## src/rtl/bcd_seq_addsub_if.sv

```systemverilog
// Operand/result bundle for the digit-serial BCD adder/subtractor.
// The acc signal exists only when BCD_ACCUM_EN is defined.
interface bcd_seq_addsub_if #(
  parameter int N_DIGITS = 4
) ();
  logic                  start;
  logic                  sub;
  logic [4*N_DIGITS-1:0] X;
  logic [4*N_DIGITS-1:0] Y;
`ifdef BCD_ACCUM_EN
  logic                  acc;
`endif
  logic [4*N_DIGITS-1:0] S;
  logic                  c_out;
  logic                  busy;
  logic                  done;
  logic                  invalid;

  modport master (
    output start,
    output sub,
    output X,
    output Y,
`ifdef BCD_ACCUM_EN
    output acc,
`endif
    input  S,
    input  c_out,
    input  busy,
    input  done,
    input  invalid
  );

  modport slave (
    input  start,
    input  sub,
    input  X,
    input  Y,
`ifdef BCD_ACCUM_EN
    input  acc,
`endif
    output S,
    output c_out,
    output busy,
    output done,
    output invalid
  );
endinterface

```

## src/rtl/bcd_seq_addsub.sv

```systemverilog
// Digit-serial packed-BCD adder/subtractor, one digit per clock.
// Optional BCD_ACCUM_EN: acc=1 at accept takes X from the S register.
module bcd_seq_addsub #(
  parameter int N_DIGITS = 4
) (
  input logic            clk,
  input logic            reset_n,
  bcd_seq_addsub_if.slave bus
);
  localparam int W  = 4 * N_DIGITS;
  localparam int DW = $clog2(N_DIGITS + 1);

  typedef enum logic [1:0] {
    IDLE,
    RUN,
    DONE
  } state_e;

  state_e        state_q, state_d;
  logic [DW-1:0] d_q, d_d;
  logic [W-1:0]  x_q, x_d;
  logic [W-1:0]  y_q, y_d;
  logic [W-1:0]  s_q, s_d;
  logic          sub_q, sub_d;
  logic          cy_q, cy_d;
  logic          cout_q, cout_d;
  logic          inv_q, inv_d;

  logic [W-1:0]  x_src;
  logic [3:0]    xd, yd, bd, sd;
  logic [4:0]    t;
  logic          cy;
  logic          bad;
  logic          last;

`ifdef BCD_ACCUM_EN
  assign x_src = bus.acc ? s_q : bus.X;
`else
  assign x_src = bus.X;
`endif

  always_comb begin
    xd = '0;
    yd = '0;
    for (int i = 0; i < N_DIGITS; i++) begin
      if (d_q == DW'(i)) begin
        xd = x_q[4*i +: 4];
        yd = y_q[4*i +: 4];
      end
    end
  end

  // Nine's complement plus initial carry=1 forms ten's complement.
  assign bd   = sub_q ? (4'd9 - yd) : yd;
  assign t    = {1'b0, xd} + {1'b0, bd} + {4'b0, cy_q};
  assign cy   = (t > 5'd9);
  assign sd   = cy ? (t[3:0] + 4'd6) : t[3:0];
  assign bad  = (xd > 4'd9) || (yd > 4'd9);
  assign last = (d_q == DW'(N_DIGITS - 1));

  always_comb begin
    state_d = state_q;
    d_d     = d_q;
    x_d     = x_q;
    y_d     = y_q;
    s_d     = s_q;
    sub_d   = sub_q;
    cy_d    = cy_q;
    cout_d  = cout_q;
    inv_d   = inv_q;
    unique case (state_q)
      IDLE: begin
        if (bus.start) begin
          state_d = RUN;
          x_d     = x_src;
          y_d     = bus.Y;
          sub_d   = bus.sub;
          d_d     = '0;
          cy_d    = bus.sub;
          cout_d  = 1'b0;
          inv_d   = 1'b0;
        end
      end
      RUN: begin
        for (int i = 0; i < N_DIGITS; i++) begin
          if (d_q == DW'(i)) begin
            s_d[4*i +: 4] = sd;
          end
        end
        cy_d  = cy;
        inv_d = inv_q | bad;
        d_d   = d_q + DW'(1);
        if (last) begin
          state_d = DONE;
          cout_d  = sub_q ? ~cy : cy;
        end
      end
      DONE: begin
        state_d = IDLE;
      end
      default: begin
        state_d = IDLE;
      end
    endcase
  end

  always_ff @(posedge clk or negedge reset_n) begin
    if (!reset_n) begin
      state_q <= IDLE;
      d_q     <= '0;
      x_q     <= '0;
      y_q     <= '0;
      s_q     <= '0;
      sub_q   <= 1'b0;
      cy_q    <= 1'b0;
      cout_q  <= 1'b0;
      inv_q   <= 1'b0;
    end else begin
      state_q <= state_d;
      d_q     <= d_d;
      x_q     <= x_d;
      y_q     <= y_d;
      s_q     <= s_d;
      sub_q   <= sub_d;
      cy_q    <= cy_d;
      cout_q  <= cout_d;
      inv_q   <= inv_d;
    end
  end

  assign bus.S       = s_q;
  assign bus.c_out   = cout_q;
  assign bus.invalid = inv_q;
  assign bus.busy    = (state_q == RUN);
  assign bus.done    = (state_q == DONE);
endmodule

```

## src/flat_wrapper.sv

```systemverilog
// flat-port wrapper written by rule: the top's interface ports become plain ports
module bcd_seq_addsub_flat 
#(
  parameter int N_DIGITS = 4
)
  (clk, reset_n, bus_start, bus_sub, bus_X, bus_Y, bus_S, bus_c_out, bus_busy, bus_done, bus_invalid);
  bcd_seq_addsub_if #(.N_DIGITS(N_DIGITS)) bus_i ();
  input logic clk;
  input logic reset_n;
  input wire logic [$bits(bus_i.start)-1:0] bus_start;
  input wire logic [$bits(bus_i.sub)-1:0] bus_sub;
  input wire logic [$bits(bus_i.X)-1:0] bus_X;
  input wire logic [$bits(bus_i.Y)-1:0] bus_Y;
  output wire logic [$bits(bus_i.S)-1:0] bus_S;
  output wire logic [$bits(bus_i.c_out)-1:0] bus_c_out;
  output wire logic [$bits(bus_i.busy)-1:0] bus_busy;
  output wire logic [$bits(bus_i.done)-1:0] bus_done;
  output wire logic [$bits(bus_i.invalid)-1:0] bus_invalid;
  assign bus_i.start = bus_start;
  assign bus_i.sub = bus_sub;
  assign bus_i.X = bus_X;
  assign bus_i.Y = bus_Y;
  assign bus_S = bus_i.S;
  assign bus_c_out = bus_i.c_out;
  assign bus_busy = bus_i.busy;
  assign bus_done = bus_i.done;
  assign bus_invalid = bus_i.invalid;
  bcd_seq_addsub #(.N_DIGITS(N_DIGITS)) u_core (.clk(clk), .reset_n(reset_n), .bus(bus_i));
endmodule
```

## config.mk

```make
export PLATFORM = sky130hd
export DESIGN_NAME = bcd_seq_addsub_flat
export DESIGN_NICKNAME = d
export VERILOG_FILES = /design/src/rtl/bcd_seq_addsub_if.sv /design/src/rtl/bcd_seq_addsub.sv /design/src/flat_wrapper.sv
export SDC_FILE = /design/constraint.sdc
export NUM_CORES = 1
export LEC_CHECK = 0
export ABC_AREA = 1
export CAP_MARGIN = 20
export CORE_ASPECT_RATIO = 1.75
export CORE_MARGIN = 2
export CORE_UTILIZATION = 28
export CTS_CLUSTER_DIAMETER = 150
export DETAILED_ROUTE_END_ITERATION = 10
export GPL_TIMING_DRIVEN = 0
export SYNTH_ARGS = -nofsm -noshare
export SYNTH_HDL_FRONTEND = slang
export SYNTH_SLANG_ARGS = --single-unit
```

## constraint.sdc

```tcl
create_clock -name clk -period 3.5 [get_ports clk]
set_clock_uncertainty 0.1 [all_clocks]
set_input_delay 0.7 -clock clk [delete_from_list [all_inputs] [get_ports clk]]
set_output_delay 0.7 -clock clk [all_outputs]
set_load 0.02 [all_outputs]
```

==> qor.log, run 1 <==
[run_status] outcome finished clean
[yosys] post-synthesis share of cell area spent on full adders, half adders and majority gates 0.0562
[routing] vias post-DR 2660
[setup_path] worst-path fanout max 7
[yosys] netlist area before placement 2940 µm²
[routing] WL final 7690 µm
[run] count of max-cap constraint violations 0
[die] I/O pin count 56
[yosys] leading area contributor after synthesis sky130_fd_sc_hd__dfrtp_1
[grt] wire length of the first global-routing pass 12500 µm
[setup_path] crit path launch type flop
[yosys] total nets after synthesis 425
[sta] headroom to the max-slew limit 0.577
[die] Starting Density 0.287
[cts] total clock sinks 57
[place] number of input and output port buffers inserted 55
[grt] pin count of the biggest net entering global routing 32
[routing] average vias per placed instance 4.48
[cts] maximum buffer depth of the clock tree 2
[cts] clock transition at the registers of the reported paths 0.05 ns
[sta] final worst path period need 3.44 ns
[sta] number of failing hold endpoints at the final stage 0
[cells_and_area] fillcell total 1052
[cells_and_area] antenna diode instance count 0
[sta] final count of negative-setup-slack endpoints 0
[cts] htree depth 3
[cts] clock tree from TritonCTS built
[yosys] Syn Area/Cell 7.80 µm²
[yosys] post-synthesis simple-gate area fraction 0.307
[routing] post-detailed-route count of antenna-violating nets 0
[cells_and_area] share of final-layout standard cells stronger than drive strength 1 0.178
[die] die height 140 µm
[cells_and_area] Sequential cell area 1430 µm²
[yosys] sequential area share after synthesis 0.485
[cts] Inserted Clock Buffers 9
[yosys] number of distinct standard cells referenced by the synthesized netlist 28
[setup_path] kind of end point of the critical path flop
[grt] all-layer global routing usage 0.147
[yosys] fraction of synthesized cell area in xor and xnor cells 0.00596
[cts] post-cts hold buffer count 0
[yosys] proportion of synthesized area in mux cells 0
[cells_and_area] area growth from synthesis to layout 45.7%
[routing] average wire length per cell after detail routing 13.0 µm
[sta] RSZ-0062 raised after global routing yes
[die] die footprint 11400 µm²
[yosys] biggest area contributors in the synthesized netlist sky130_fd_sc_hd__dfrtp_1 49%, sky130_fd_sc_hd__nand2_1 21%, sky130_fd_sc_hd__inv_1 5.5%
[place] weighted congestion reported at the end of routability-driven placement 0.864
[place] Post-DP HPWL 5840 µm
[place] cell total after placement 560
[cells_and_area] multi-input logic area 1440 µm²
[routing] violation count after the first detailed-routing iteration 140
[yosys] complex-gate fraction of the synthesized area 0.0719
[sta] final critical-path share of the clock period 0.984
[die] Placeable Area 10200 µm²
[setup_path] Crit path arrival time 3.55 ns
[yosys] count of mapped cells out of synthesis 377
[cts] Worst-Skew Late Latency 0.32 ns
[grt] remaining global-route overflow 0
[sta] actual transition at the worst max-transition pin 0.635 ns
[setup_path] critical path type reg2reg
[routing] DR pass1 iterations 4
[place] Area after DPL 3660 µm²
[cells_and_area] final standard cell area without fillers 4280 µm²
[yosys] share of the synthesized area in the top cell type 0.485
[die] Horiz. Die Dim 81.4 µm
[grt] initial antenna violation count 0
[setup_path] Worst Path Required 3.61 ns
[die] number of rows in the core area 49
[sta] Final Max Slew Viols 0
[yosys] Synthesis Warnings 0
[cells_and_area] count of non-filler cells in the finished layout 594
[yosys] register bit total from synthesis 57
[routing] Post-route DRC 0
[hold_path] Min-Delay Path Class in2async
[sta] highest achievable clock rate 290 MHz
[grt] via count of the first global-routing pass 2702
[cts] cell at the root of the clock tree sky130_fd_sc_hd__clkbuf_16
[yosys] largest family of logic cells by synthesized area simple AND/OR/NAND/NOR gates
[cells_and_area] total number of nets in the final design 511
## cells in the final DEF, fill, tap and decap left out, types with 2 or more instances in the layout
| cell | Yosys | final |
|---|---|---|
| sky130_fd_sc_hd__buf_4 | 2 | 19 |
| sky130_fd_sc_hd__buf_6 | 1 | 2 |
| sky130_fd_sc_hd__clkbuf_1 | 6 | 6 |
| sky130_fd_sc_hd__clkbuf_16 | 0 | 9 |
| sky130_fd_sc_hd__clkbuf_8 | 0 | 4 |
| sky130_fd_sc_hd__clkdlybuf4s50_1 | 0 | 54 |
| sky130_fd_sc_hd__dfrtp_1 | 57 | 55 |
| sky130_fd_sc_hd__dfrtp_2 | 0 | 2 |
| sky130_fd_sc_hd__fa_2 | 0 | 2 |
| sky130_fd_sc_hd__ha_1 | 10 | 4 |
| sky130_fd_sc_hd__ha_2 | 0 | 4 |
| sky130_fd_sc_hd__ha_4 | 0 | 2 |
| sky130_fd_sc_hd__inv_1 | 43 | 38 |
| sky130_fd_sc_hd__inv_2 | 0 | 4 |
| sky130_fd_sc_hd__nand2_1 | 166 | 161 |
| sky130_fd_sc_hd__nand2_2 | 4 | 6 |
| sky130_fd_sc_hd__nand2_4 | 1 | 4 |
| sky130_fd_sc_hd__nand3_1 | 25 | 21 |
| sky130_fd_sc_hd__nand3_2 | 2 | 4 |
| sky130_fd_sc_hd__nand3_4 | 0 | 2 |
| sky130_fd_sc_hd__nand3b_1 | 3 | 3 |
| sky130_fd_sc_hd__nor2_1 | 12 | 10 |
| sky130_fd_sc_hd__nor2_2 | 2 | 2 |
| sky130_fd_sc_hd__nor2_4 | 1 | 3 |
| sky130_fd_sc_hd__o211ai_1 | 3 | 3 |
| sky130_fd_sc_hd__o21ai_0 | 25 | 23 |
| sky130_fd_sc_hd__o21ai_1 | 1 | 2 |
## flip-flops by register name, indices dropped and copies added (netlist names)
| register | cells |
|---|---|
| u_core.x_q | 16 |
| u_core.d_q | 3 |
| u_core.bus.invalid | 1 |
| u_core.y_q | 16 |
| u_core.state_q | 2 |
| u_core.bus.c_out | 1 |
| u_core.cy_q | 1 |
| u_core.bus.S | 16 |
| u_core.sub_q | 1 |
## worst max-delay path: stages, from the launching register on
cell and delay (ns):
sky130_fd_sc_hd__dfrtp_2 0.43, sky130_fd_sc_hd__inv_2 0.09, sky130_fd_sc_hd__ha_4 0.15, sky130_fd_sc_hd__nand2_4 0.06
sky130_fd_sc_hd__buf_8 0.13, sky130_fd_sc_hd__or2_2 0.28, sky130_fd_sc_hd__nand3_2 0.11, sky130_fd_sc_hd__o21ai_1 0.07
sky130_fd_sc_hd__nand2_1 0.05, sky130_fd_sc_hd__nand2_1 0.07, sky130_fd_sc_hd__fa_2 0.38, sky130_fd_sc_hd__fa_2 0.43
sky130_fd_sc_hd__xor2_2 0.16, sky130_fd_sc_hd__ha_2 0.20, sky130_fd_sc_hd__nand2_2 0.08, sky130_fd_sc_hd__nand3_4 0.13
sky130_fd_sc_hd__nand2_4 0.14, sky130_fd_sc_hd__buf_4 0.11, sky130_fd_sc_hd__nand2_1 0.04, sky130_fd_sc_hd__nand3_1 0.06
sky130_fd_sc_hd__nand2_1 0.05
## logic make-up after synthesis
family,Yosys count
AO/OA/AOI/OAI,36
flip-flops,57
adder cells (fa/ha/maj),12
AND/OR/NAND/NOR,217
XOR/XNOR,2
buffers and inverters,53
## path summary, 6_finish.rpt
kind / start / endpoint / slack [ns] / cells after the start
worst max-delay path: u_core.d_q[0] / u_core.bus.c_out / 0.06 / 20
worst min-delay path: reset_n / u_core.bus.S[12] / 0.30 / 1
worst max register to register: u_core.d_q[0] / u_core.bus.c_out / 0.06 / 20
worst min register to register: u_core.x_q[11] / u_core.x_q[11] / 0.36 / 2
max in group asynchronous: reset_n / u_core.d_q[2] / 2.40 / 2
min in group clk: u_core.x_q[11] / u_core.x_q[11] / 0.36 / 2
## routing by layer
layer	part of all wire	GRT usage	vias up
met5	0	0	-
met4	0.038	0.0731	0
met3	0.038	0.0396	17
met2	0.55	0.265	65
met1	0.37	0.148	1237
li1	-	-	1341
## cell type report
cell class | instances | area share
multi-input combinational | 267 | 0.336
sequential | 57 | 0.334
timing repair buffer | 75 | 0.165
clock buffer | 13 | 0.0655
inverter | 44 | 0.0403
tap | 127 | 0.0371
buffer | 9 | 0.0140
clock inverter | 2 | 0.00818
## metrics by stage
step / util / TNS [ns] / worst slack, ns / hold slack, ns
5_1_grt: 0.418 / -1.40 / -0.161 / 0.343
3_3_place_gp: 0.356 / -9.61 / -0.389 / 0.352
6_report: 0.418 / 0 / 0.0574 / 0.301
2_1_floorplan: - / 0 / 0.0178 / 0.304
4_1_cts: 0.402 / 0 / 0.000270 / 0.311
3_5_place_dp: 0.358 / -6.14 / -0.521 / 0.357
## synthesized netlist by cell type (all sizes together)
cell    number
nand3       27
inv         44
or2          1
a211oi       1
o21ai       26
nand2      171
o211ai       3
fa           2
a21boi       1
nor2        15
a22oi        2
ha          10
xor2         2
clkbuf       6
nand3b       3
o22ai        1
a21oi        2
dfrtp       57
buf          3
## repair_timing
action | CTS | global route
endpoints found under the hold margin | 0 | 0
pin swaps | 2 | 12
endpoints found under the setup margin | 14 | 14
resized for setup | 24 | 22
buffers inserted | 6 | 13
Power of run 1 is left out: the tool's default activity adds up to more than one toggle a clock period on the data nets, which glitch-free logic cannot reach.
==> run 2, diff against run 1 <==
- CTS_CLUSTER_SIZE: default -> 30
==> results of run 2 <==
Same layout as run 1: the final DEF is identical, and so are final timing and power.
Power of run 2 is left out for the same reason.
==> run 3, diff against run 2 <==
- GPL_ROUTABILITY_DRIVEN: default -> 0
==> results of run 3 <==
Same layout as run 1: the final DEF is identical, and so are final timing and power.
Power of run 3 is left out for the same reason.
